===== config.mk =====
export PLATFORM = sky130hd
export DESIGN_NAME = uart_tx_arbiter
export DESIGN_NICKNAME = d
export VERILOG_FILES = /design/src/rtl/uart_tx_arbiter.sv
export SDC_FILE = /design/constraint.sdc
export NUM_CORES = 1
export LEC_CHECK = 0
export CORE_UTILIZATION = 30
export CTS_BUF_LIST = sky130_fd_sc_hd__clkbuf_4 sky130_fd_sc_hd__clkbuf_8 sky130_fd_sc_hd__clkbuf_16
export DETAILED_ROUTE_END_ITERATION = 7
export HOLD_SLACK_MARGIN = 0.03
export PLACE_DENSITY = 0.63
export SLEW_MARGIN = 10
export SYNTH_ARGS = -nofsm -noshare
export SYNTH_HDL_FRONTEND = slang
export SYNTH_SLANG_ARGS = --single-unit
export TNS_END_PERCENT = 30

===== constraint.sdc =====
create_clock -name CLKIN -period 2.3 [get_ports CLKIN]
set_input_delay 0.345 -clock CLKIN [delete_from_list [all_inputs] [get_ports CLKIN]]
set_output_delay 0.345 -clock CLKIN [all_outputs]
set_load 0.005 [all_outputs]

===== src/rtl/uart_tx_arbiter.sv =====
// Three-requester packet arbiter feeding a single UART transmitter.
// Round-robin grant held for a whole packet, revoked if the owner idles too long.
module uart_tx_arbiter #(
    parameter int unsigned TIMEOUT = 255
) (
    input  logic        CLKIN,
    input  logic        RESET,
    input  logic        clock_enable,
    input  logic [2:0]  req_valid,
    input  logic [23:0] req_data,
    input  logic [2:0]  req_last,
    output logic [2:0]  req_ready,
    output logic [7:0]  tx_data,
    output logic        tx_valid,
    input  logic        tx_ready,
    output logic [2:0]  grant,
    output logic        timeout_err
);

    typedef enum logic {StIdle, StLocked} state_e;

    localparam logic [15:0] TimeoutVal = 16'(TIMEOUT);

    state_e      state_q, state_d;
    logic [1:0]  owner_q, owner_d;
    logic [1:0]  last_q, last_d;
    logic [15:0] idle_cnt_q, idle_cnt_d;
    logic        timeout_err_q, timeout_err_d;

    logic [1:0]  cand1, cand2, pick;
    logic [2:0]  owner_oh;
    logic [7:0]  owner_byte;
    logic        locked, owner_valid, owner_last, xfer, timed_out;

    function automatic logic [1:0] next_idx(input logic [1:0] i);
        return (i == 2'd2) ? 2'd0 : i + 2'd1;
    endfunction

    // Priority order after the last owner p: p+1, p+2, then p itself.
    always_comb begin
        cand1 = next_idx(last_q);
        cand2 = next_idx(cand1);
        if (req_valid[cand1]) begin
            pick = cand1;
        end else if (req_valid[cand2]) begin
            pick = cand2;
        end else begin
            pick = last_q;
        end
    end

    always_comb begin
        owner_oh   = 3'b000;
        owner_byte = 8'h00;
        unique case (owner_q)
            2'd0: begin
                owner_oh   = 3'b001;
                owner_byte = req_data[7:0];
            end
            2'd1: begin
                owner_oh   = 3'b010;
                owner_byte = req_data[15:8];
            end
            2'd2: begin
                owner_oh   = 3'b100;
                owner_byte = req_data[23:16];
            end
            default: begin
                owner_oh   = 3'b000;
                owner_byte = 8'h00;
            end
        endcase
    end

    assign locked      = (state_q == StLocked);
    assign owner_valid = |(req_valid & owner_oh);
    assign owner_last  = |(req_last & owner_oh);
    assign xfer        = locked && owner_valid && tx_ready && clock_enable;
    assign timed_out   = locked && !owner_valid && (idle_cnt_q >= TimeoutVal);

    always_comb begin
        state_d       = state_q;
        owner_d       = owner_q;
        last_d        = last_q;
        idle_cnt_d    = idle_cnt_q;
        timeout_err_d = 1'b0;
        unique case (state_q)
            StIdle: begin
                idle_cnt_d = 16'd0;
                if (|req_valid) begin
                    owner_d = pick;
                    state_d = StLocked;
                end
            end
            StLocked: begin
                // Only baud ticks with the owner silent count as idle time.
                if (owner_valid) begin
                    idle_cnt_d = 16'd0;
                end else if (clock_enable) begin
                    idle_cnt_d = idle_cnt_q + 16'd1;
                end
                if (xfer && owner_last) begin
                    state_d = StIdle;
                    last_d  = owner_q;
                end else if (timed_out) begin
                    state_d       = StIdle;
                    last_d        = owner_q;
                    timeout_err_d = 1'b1;
                end
            end
            default: state_d = StIdle;
        endcase
    end

    always_ff @(posedge CLKIN) begin
        if (RESET) begin
            state_q       <= StIdle;
            owner_q       <= 2'd0;
            last_q        <= 2'd2;
            idle_cnt_q    <= 16'd0;
            timeout_err_q <= 1'b0;
        end else begin
            state_q       <= state_d;
            owner_q       <= owner_d;
            last_q        <= last_d;
            idle_cnt_q    <= idle_cnt_d;
            timeout_err_q <= timeout_err_d;
        end
    end

    always_comb begin
        grant       = locked ? owner_oh : 3'b000;
        tx_valid    = locked && owner_valid;
        tx_data     = locked ? owner_byte : 8'h00;
        req_ready   = (locked && tx_ready && clock_enable) ? owner_oh : 3'b000;
        timeout_err = timeout_err_q;
    end

endmodule


==> results.sh, run 1 <==
export IMPL_die_y_microns=70.9
export IMPL_setup_tns_ns=0
export IMPL_post_drt_wl_per_cell_microns=13.8
export IMPL_final_area_sq_mm=0.00207
export IMPL_leakagePower_nw=0.779
export IMPL_overflow=0
export IMPL_use_met1=0.200
export IMPL_grt_pass1_vias=1382
export IMPL_outcome="finished, violations left"
export IMPL_placed_cell_area_sq_mm=0.00201
export IMPL_criticalPathCategory="in2out"
export IMPL_grt_first_pass_wirelength_microns=6440
export IMPL_routabilityCongestion=0.741
export IMPL_clock_latency_ns=0.26
export IMPL_clkSinkCount=22
export IMPL_period_share=0.948
export IMPL_viasPerCell=5.20
export IMPL_synth_area_top_cells="dfxtp_1 31%, mux2i_1 9.1%, nor2_1 8.4%"
export IMPL_synth_flop_cell="dfxtp_1"
export IMPL_worstSetupStartpointType="input port"
export IMPL_slew_viol_final=0
export IMPL_drive_above_1_share=0.0944
export IMPL_violations="DRC"
export IMPL_place_ws_ns=0.112
export IMPL_finalPower_uw=911
export IMPL_synth_top_area_frac=0.309
export IMPL_hold_viol_final=0
export IMPL_firstDrtPassIters=6
export IMPL_met2_usage=0.275
export IMPL_yosysTopAreaCell="dfxtp_1"
export IMPL_rsz0062_at_grt="no"
export IMPL_diodes=0
export IMPL_setup_viol=0
export IMPL_synth_commonest_cells="32 x nor2_1, 22 x dfxtp_1, 18 x a21oi_1, 13 x mux2i_1"
export IMPL_row_count=24
export IMPL_synth_edf_count=0
export IMPL_start_util=0.320
export IMPL_instances_no_fill=285
export IMPL_crit_fanout=3
export IMPL_coreArea_sq_mm=0.00444
export IMPL_syn_num_nets=215
export IMPL_post_route_min_period_ns=2.18
export IMPL_clock_skew_ns=0.00497
export IMPL_cp_data_required_time_ns=1.96
export IMPL_clk_pin_slew_ns=0.07
export IMPL_ys_async_sr_fraction=0
export IMPL_cts_buffers=3
export IMPL_clock_path_buffers=2
export IMPL_cts_max_level=1
export IMPL_synth_cell_types=36
export IMPL_hold_path_class="reg2reg"
export IMPL_synth_cells=180
export IMPL_numPlacedInstances=281
export IMPL_dp_final_hpwl_microns=2980
export IMPL_busiest_layer="met2"
export IMPL_drtIter0Drc=73
export IMPL_cts_root_buf="clkbuf_8"
export IMPL_synthesis_area_sq_mm=0.00142
export IMPL_port_buffers=49
export IMPL_max_slew_margin_rel=0.694
export IMPL_max_cap_violations=0
export IMPL_nets=269
export IMPL_grt_max_degree=19
export IMPL_die_x_microns=70.9
export IMPL_syn_to_final_growth_pct=45.3
export IMPL_yosysSeqAreaShare=0.309
export IMPL_routed_wl_microns=3930
export IMPL_via_count=1482
export IMPL_antenna_left=0
export IMPL_yosysWarnings=0
export IMPL_ys_seq_elements=22
export IMPL_end_kind="output pin"
export IMPL_postCtsSetupBuffers=0
export IMPL_vdd_drop_max_mv=0.412
export IMPL_die_area_sq_mm=0.00503
export IMPL_grt_use_total=0.159
export IMPL_yosysMostFrequentCell="nor2_1"
export IMPL_worst_pin_slew_ns=0.458
export IMPL_antenna_found_initial=0
export IMPL_post_route_drc_count=12
export IMPL_cp_data_arrival_time_ns=1.84
export IMPL_setup_ws_ns=0.120
export IMPL_avgSynthCellArea_sq_um=7.91
export IMPL_max_freq_mhz=459
export IMPL_io_pins=50
export IMPL_cts_tree="done"
export IMPL_grtUsageMet3=0.0256
export IMPL_power_density_mw_per_mm2=440
-- state kept, by name, summed over array words and instances, names as in the netlist --
register,count
locked,1
timeout_err,1
owner_q,2
last_q,2
idle_cnt_q,16
-- through the flow --
step / hold WS [ns] / util
after floorplan: 0.424 / -
after global placement: 0.461 / 0.452
after detailed placement: 0.479 / 0.452
after CTS: 0.487 / 0.466
after global routing: 0.525 / 0.466
final: 0.481 / 0.466
-- path summary, 6_finish.rpt --
kind | cells after the start | slack (ns) | start | endpoint
max reg2reg | 6 | 0.51 | owner_q[1] | idle_cnt_q[14]
min reg2reg | 2 | 0.48 | last_q[0] | last_q[0]
max | 5 | 0.12 | req_valid[1] | tx_valid
min | 2 | 0.48 | last_q[0] | last_q[0]
-- cell type report --
type,count,area (sq um)
Sequential cell,22,442
Inverter,4,15.0
Clock buffer,4,55.1
Fill cell,457,2370
Timing Repair Buffer,59,578
Tap cell,52,65.1
Multi-Input combinational cell,144,915
-- metal layers --
metal,part of all wire,vias to the layer above,wire length (microns)
li1,-,760,-
met1,0.46,685,1800
met2,0.48,35,1880
met3,0.053,2,208
met4,0.0087,0,34
met5,0,-,0
-- what timing repair did --
item                                   4_1_cts  5_1_grt
hold buffers                                 0        0
endpoints found under the hold margin        0        0
setup endpoints to repair                    9        0
gates resized for setup                      2        0
-- worst max-delay path: stages --
cell and delay, ns:
clkdlybuf4s50_1 0.51, mux2i_1 0.10, o21ai_0 0.20, and2_1 0.17, clkdlybuf4s50_1 0.52
-- where the power goes --
group	internal (mW)	switching [mW]	total [mW]
registers	0.387	0.0112	0.398
logic	0.142	0.0975	0.240
clock network	0.152	0.121	0.273
total	0.681	0.229	0.911
-- logic make-up (layout without fill, tap and decap cells) --
| kind of cell | after synthesis | after routing | share of synthesized area |
|---|---|---|---|
| AND/OR/NAND/NOR | 88 | 88 | 0.323 |
| AO/OA/AOI/OAI | 33 | 33 | 0.153 |
| flip-flops | 22 | 22 | 0.309 |
| multiplexers | 15 | 15 | 0.112 |
| buffers and inverters | 14 | 67 | 0.0501 |
| XOR/XNOR | 7 | 7 | 0.0431 |
| adder cells (fa/ha/maj) | 1 | 1 | 0.00879 |
-- cell usage in the layout (no fill, tap or decap), types with 7 or more instances in the layout --
master	netlist	routed
buf_4	0	9
nand3_1	8	8
or4_1	7	7
nand2_1	8	8
nor2_1	32	31
a21oi_1	18	18
nor3_1	8	8
mux2i_1	13	13
clkdlybuf4s50_1	0	49
dfxtp_1	22	21
Note: power is estimated with default switching activity, not from simulation.
==> run 2: changes to the inputs <==
--- a/config.mk
+++ b/config.mk
@@ -10,7 +10,7 @@
 export DETAILED_ROUTE_END_ITERATION = 7
 export HOLD_SLACK_MARGIN = 0.03
 export PLACE_DENSITY = 0.63
-export SLEW_MARGIN = 10
+export SLEW_MARGIN = 20
 export SYNTH_ARGS = -nofsm -noshare
 export SYNTH_HDL_FRONTEND = slang
 export SYNTH_SLANG_ARGS = --single-unit
==> results of run 2 <==
Final layout, timing and power as in run 1 (identical DEF).
==> run 3: changes to the inputs <==
--- a/config.mk
+++ b/config.mk
@@ -7,6 +7,7 @@
 export LEC_CHECK = 0
 export CORE_UTILIZATION = 30
 export CTS_BUF_LIST = sky130_fd_sc_hd__clkbuf_4 sky130_fd_sc_hd__clkbuf_8 sky130_fd_sc_hd__clkbuf_16
+export CTS_CLUSTER_SIZE = 25
 export DETAILED_ROUTE_END_ITERATION = 7
 export HOLD_SLACK_MARGIN = 0.03
 export PLACE_DENSITY = 0.63
==> constraint.sdc (replaced) <==
create_clock -name CLKIN -period 2.3 [get_ports CLKIN]
set_input_delay 0.345 -clock CLKIN [delete_from_list [all_inputs] [get_ports CLKIN]]
set_output_delay 0.345 -clock CLKIN [all_outputs]
set_load 0.02 [all_outputs]
==> run 3 against run 2 <==
Net effect: clock-buffer cell count did not move; worst hold slack got worse by 0.0036 ns; die area did not move; wire length rose by 3.8%; clock power barely moved; total power rose by 2.7%; critical path depth fell by 2; the flow still finishes with violations (DRC); largest power group unchanged; via count fell by 1.8%; largest cell class unchanged.
==> results.sh, run 3 (synthesized netlist as in run 1, its figures left out) <==
export IMPL_row_count=24
export IMPL_worstRegToRegCells=6
export IMPL_io_pins=50
export IMPL_cts_max_level=1
export IMPL_post_route_drc_count=12
export IMPL_antenna_left=0
export IMPL_grt_pass1_vias=1388
export IMPL_crit_fanout=13
export IMPL_post_drt_wl_per_cell_microns=14.2
export IMPL_min_path_cells=2
export IMPL_post_route_min_period_ns=2.22
export IMPL_regToRegSetupSlack_ns=0.47
export IMPL_criticalPathCategory="reg2out"
export IMPL_diodes=0
export IMPL_worst_pin_slew_ns=0.487
export IMPL_drive_above_1_share=0.102
export IMPL_via_count=1455
export IMPL_cts_buffers=3
export IMPL_clock_path_buffers=2
export IMPL_clkSinkCount=22
export IMPL_setup_ws_ns=0.0847
export IMPL_leakagePower_nw=0.908
export IMPL_cp_startpoint="locked"
export IMPL_die_y_microns=70.9
export IMPL_routed_wl_microns=4070
export IMPL_grt_max_degree=19
export IMPL_clock_latency_ns=0.26
export IMPL_power_density_mw_per_mm2=447
export IMPL_firstDrtPassIters=6
export IMPL_max_freq_mhz=451
export IMPL_nets=271
export IMPL_die_x_microns=70.9
export IMPL_cp_data_arrival_time_ns=1.87
export IMPL_antenna_found_initial=0
export IMPL_hp_start="last_q[0]"
export IMPL_max_slew_margin_rel=0.675
export IMPL_cp_data_required_time_ns=1.96
export IMPL_vdd_drop_max_mv=0.522
export IMPL_outcome="finished, violations left"
export IMPL_cts_root_buf="clkbuf_8"
export IMPL_top_regs="idle_cnt_q (16), last_q (2), owner_q (2)"
export IMPL_syn_to_final_growth_pct=47.1
export IMPL_hold_viol_final=0
export IMPL_violations="DRC"
export IMPL_setup_viol=0
export IMPL_largest_reg_flops=16
export IMPL_cts_tree="done"
export IMPL_postLayoutCoreUtil=0.471
export IMPL_hold_path_endpoint="last_q[0]"
export IMPL_r2r_end="idle_cnt_q[7]"
export IMPL_overflow=0
export IMPL_largest_register="idle_cnt_q"
export IMPL_period_share=0.963
export IMPL_grt_first_pass_wirelength_microns=6620
export IMPL_routabilityCongestion=0.774
export IMPL_hold_slack_ns=0.478
export IMPL_port_buffers=49
export IMPL_clk_pin_slew_ns=0.08
export IMPL_mostFrequentLayoutCells="40 x clkdlybuf4s50_1, 31 x nor2_1, 21 x dfxtp_1"
export IMPL_start_util=0.320
export IMPL_slew_viol_final=0
export IMPL_hold_path_class="reg2reg"
export IMPL_coreArea_sq_mm=0.00444
export IMPL_clock_skew_ns=0.00159
export IMPL_place_ws_ns=0.0618
export IMPL_finalPower_uw=935
export IMPL_r2r_start="owner_q[0]"
export IMPL_viasPerCell=5.07
export IMPL_rsz0062_at_grt="yes"
export IMPL_layout_commonest_cell="clkdlybuf4s50_1"
export IMPL_dp_final_hpwl_microns=3050
export IMPL_worstSetupStartpointType="flip-flop"
export IMPL_grt_use_total=0.166
export IMPL_die_area_sq_mm=0.00503
export IMPL_max_cap_violations=0
export IMPL_drtIter0Drc=52
export IMPL_end_kind="output pin"
[run 3: cell types whose count changed in the layout (fill, tap and decap cells not counted), sizes merged]
cell           change
clkdlybuf4s50      -9
dlygate4sd2        +1
buf                +2
dlymetal6s2s       +8
[run 3: through the flow]
| stage | setup TNS, ns | cells | area [sq um] |
|---|---|---|---|
| floorplan | 0 | 180 | 1420 |
| global placement | 0 | 283 | 2010 |
| detailed placement | 0 | 283 | 2010 |
| CTS | 0 | 287 | 2070 |
| global route | -0.112 | 287 | 2090 |
| finish | 0 | 287 | 2090 |
[run 3: repair_timing]
| action | CTS | global route |
|---|---|---|
| buffers inserted | 0 | 0 |
| hold buffers | 0 | 0 |
| gates resized for setup | 3 | 9 |
| setup endpoints to repair | 8 | 10 |
| pin swaps | 0 | 0 |
[run 3: worst max-delay path, cell delays in order, from the launching register on]
cell             delay (ns)
dfxtp_1                0.46
inv_1                  0.29
nor3_1                 0.20
clkdlybuf4s50_1        0.65
[run 3: report_power, final]
part	internal [mW]	switching, mW
clock	0.153	0.124
sequential	0.386	0.00871
combinational	0.139	0.125
[run 3: worst max path at each step]
| stage | endpoint | slack [ns] | cells past startpoint |
|---|---|---|---|
| 5_1_grt | grant[0] | -0.07 | 3 |
| 6_report | grant[0] | 0.08 | 3 |
| 2_1_floorplan | req_ready[1] | 0.44 | 4 |
| 4_1_cts | tx_data[7] | 0.006 | 6 |
| 3_5_place_dp | tx_valid | 0.06 | 5 |
| 3_3_place_gp | tx_valid | 0.07 | 5 |
[run 3: layer usage]
layer  track usage  wire length [microns]
met1         0.203                   1900
met2         0.297                   1890
met3        0.0185                    215
met4        0.0667                     63
met5             0                      0
[run 3: area by class of cell]
type                            count  area [sq um]
Tap cell                           52          65.1
Multi-Input combinational cell    144           915
Inverter                            4          15.0
Timing Repair Buffer               61           603
Sequential cell                    22           442
Clock buffer                        4          55.1
Fill cell                         456          2350
==> RTL change 1, RTL diff (config.mk and constraints of run 2) <==
Set the parameter `TIMEOUT` to 127 (it was 255).
--- a/src/rtl/uart_tx_arbiter.sv
+++ b/src/rtl/uart_tx_arbiter.sv
@@ -3,3 +3,3 @@
 module uart_tx_arbiter #(
-    parameter int unsigned TIMEOUT = 255
+    parameter int unsigned TIMEOUT = 127
 ) (
Formal check against the unedited RTL: no difference found for any inputs over 10 cycles, from zero or initial values and one cycle with RESET high; that may be too few to reach the edited logic, so the function may still have changed.
==> RTL change 1 against run 2 <==
  * Synthesized cell count fell by 3.9%
  * Global-route usage is 2.1 points lower
  * Worst hold slack improved by 10 ps
  * Area after synthesis is 6.7% lower
  * Count of clock-buffer cells in the layout decreased by 1
  * Cell area decreased by 7.5%
  * Combinational power decreased by 11%
  * Sequential cell count stayed put
  * Worst setup slack improved by 48 ps
  * Sequential share of layout area increased by 1.8 points
  * Power shrank 7.3%
  * Wire length shrank 16%
==> RTL change 1: results <==
export IMPL_grt_pass1_wl_mm=4.91
export IMPL_worst_ep_arrival_time_ps=1790
export IMPL_use_met2_pct=19.1
export IMPL_rr_worst_depth=6
export IMPL_routed_via_density=4.66
export IMPL_dp_hpwl_mm=2.50
export IMPL_grt_max_degree=18
export IMPL_routed_wl_mm=3.28
export IMPL_synth_cell_type_count=32
export IMPL_leakagePower_nw=0.675
export IMPL_drt_initial_drc_count=34
export IMPL_first_global_vias=1046
export IMPL_hold_ws_ps=492
export IMPL_ys_top_cells_by_area="dfxtp_1 33%, nor2_1 13%, mux2i_1 9.8%"
export IMPL_worst_slew_pin_transition_ps=610
export IMPL_r2r_end="idle_cnt_q[15]$_SDFFE_PP0P_"
export IMPL_critPathMaxFanout=5
export IMPL_synth_compound_area_share_pct=9.51
export IMPL_grtUsageTotal_pct=13.8
export IMPL_synth_xor_area_share_pct=9.23
export IMPL_seq_area_frac_synth_pct=33.1
export IMPL_nets=259
export IMPL_yosys_top_cells_count="45 x nor2_1, 22 x dfxtp_1, 13 x mux2i_1"
export IMPL_syn_num_nets=208
export IMPL_drive_gt1_share_pct=7.21
export IMPL_fillers=399
export IMPL_timing_rr_start="owner_q[0]$_SDFFE_PP0P_"
export IMPL_use_met1_pct=21.1
export IMPL_place_congestion=0.769
export IMPL_dr_pass1_iters=4
export IMPL_grt_met3_usage_pct=2.47
export IMPL_outcome="completed"
RTL change 1: layout make-up:
cell class	count	area, um2	share of cell area (%)
Clock buffer	3	41.3	2.16
Tap cell	50	62.6	3.27
Inverter	7	26.3	1.37
Sequential cell	22	443	23.1
Timing Repair Buffer	56	543	28.4
Multi-Input combinational cell	134	798	41.7
RTL change 1: timing repair:
item                                    CTS  global route
endpoints found under the hold margin     0             0
endpoints found under the setup margin    0             6
gates resized for setup                   0             2
RTL change 1: worst max path at each step:
stage                             endpoint  slack [ps]  cells past startpoint
2_1_floorplan  idle_cnt_q[13]$_SDFFE_PP0P_         760                      8
6_report                          tx_valid         170                      5
5_1_grt                       req_ready[1]          80                      4
3_3_place_gp                      tx_valid         180                      5
4_1_cts                         tx_data[0]          80                      6
3_5_place_dp                      tx_valid         160                      5
RTL change 1: cell families (layout without fill, tap and decap cells):
| group | Yosys count | after routing |
|---|---|---|
| compound gates | 19 | 19 |
| xor+xnor | 14 | 14 |
| fa+ha+maj | 1 | 1 |
| buf+inv | 17 | 66 |
| flops | 22 | 22 |
| mux | 13 | 13 |
| simple gates | 87 | 87 |
RTL change 1: report_power, final:
| group | leakage [nW] | switching [mW] | internal (mW) |
|---|---|---|---|
| Clock | 0.0216 | 0.118 | 0.117 |
| Combinational | 0.475 | 0.0841 | 0.129 |
| Sequential | 0.178 | 0.00862 | 0.387 |
RTL change 1: layer usage:
metal | wire length [um] | part of all wire, % | vias up
li1 | - | - | 682
met1 | 1630 | 50 | 569
met2 | 1540 | 47 | 12
met3 | 75 | 2.3 | 4
met4 | 41 | 1.2 | 0
met5 | 0 | 0 | -
RTL change 1: worst max-delay path, cell delays in order:
cell and delay (ps):
clkdlybuf4s50_1 480, mux2i_1 190, a2bb2oi_2 250, nor2_1 70
clkdlybuf4s50_1 460
RTL change 1: metrics by stage:
stage,setup slack [ps],cells
floorplan,762,173
global placement,184,269
detailed placement,162,269
CTS,84.5,272
global route,76.5,272
finish,168,272
==> RTL change 2, RTL diff (settings of run 2) <==
Made on the original files. Reset style: asynchronous (`RESET`), changed in one clocked block.
--- a/src/rtl/uart_tx_arbiter.sv
+++ b/src/rtl/uart_tx_arbiter.sv
@@ -114,3 +114,3 @@
 
-    always_ff @(posedge CLKIN) begin
+    always_ff @(posedge CLKIN or posedge RESET) begin
         if (RESET) begin
Function: differs if RESET is asserted again (counterexample within 4 cycles, from zero or initial values and one cycle with RESET high); with RESET held inactive, the same outputs for 10 cycles.
==> RTL change 2 against run 2 <==
  * The run still ends with design-rule violations left
  * Utilization is 0.084 points lower
  * Register-to-register slack worse by 130 ps
  * Area after synthesis is 0.62% lower
  * Wire length is 9.9% lower
  * Cell area is 0.18% lower
  * Sequential share of layout area is 5.4 points higher
  * Critical path depth stayed put
  * Worst setup slack worse by 50 ps
  * Global-route usage is 1.2 points lower
  * Sequential cell count stayed put
  * Non-clock buffer count is 2 lower
  * Largest cell class unchanged
Power is not compared: it rests on default switching activity, and its combinational part moved more than twofold at a synthesized area within 25%.
==> RTL change 2: results <==
export IMPL_outcome="finished with violations"
export IMPL_violations="design-rule violations"
export IMPL_drive_gt1_share_pct=9.63
export IMPL_timing_rr_start="idle_cnt_q[2]$_DFFE_PP0P_"
export IMPL_grt_pass1_wl_mm=5.93
export IMPL_worst_ep_arrival_time_ps=1890
export IMPL_signal_buffers=57
export IMPL_seq_area_frac_synth_pct=39.0
export IMPL_rr_worst_depth=4
export IMPL_n_all_inverters=9
export IMPL_dp_cells=266
export IMPL_synth_cell_type_count=41
export IMPL_via_count=1325
export IMPL_syn_num_nets=200
export IMPL_use_met2_pct=24.1
export IMPL_place_area_um2=2010
export IMPL_regArea_um2=552
export IMPL_wl_met1_mm=1.70
export IMPL_multi_input_area_share_pct=38.6
export IMPL_grt_max_degree=23
export IMPL_multi_input_gates=126
export IMPL_routed_via_density=4.91
export IMPL_drc=1
export IMPL_finalCritPeriodShare_pct=97.0
export IMPL_wl_met2_mm=1.70
export IMPL_dp_hpwl_mm=2.73
export IMPL_seq_cell_count=22
export IMPL_hold_ws_ps=416
export IMPL_drt_initial_drc_count=57
export IMPL_worst_clock_skew_ps=2.63
RTL change 2: cell count changes after synthesis, sizes merged, moves of 4 or more:
cell,change
dfxtp,-22
dfrtp,+21
xnor2,+9
nor4,+6
or4,-6
a21oi,-5
and3,-5
inv,+5
o21ai,-5
buf,-4
RTL change 2: critical path, stage by stage:
cell and delay (ps):
clkdlybuf4s50_1 410, mux2_1 330, a21o_1 210, and2_1 160, clkdlybuf4s50_1 440
RTL change 2: cells by family after synthesis:
group,synth area share (%)
AND/OR/NAND/NOR,27.4
AO/OA/AOI/OAI,10.3
flip-flops,39.0
buffers and inverters,4.95
XOR/XNOR,8.05
multiplexers,9.46
adder cells (fa/ha/maj),0.884
RTL change 2: what timing repair did:
| item | in CTS | in global routing |
|---|---|---|
| gates resized for setup | 1 | 1 |
| pin swaps | 0 | 0 |
| endpoints found under the hold margin | 0 | 0 |
| setup endpoints to repair | 1 | 1 |
| buffers inserted | 0 | 0 |
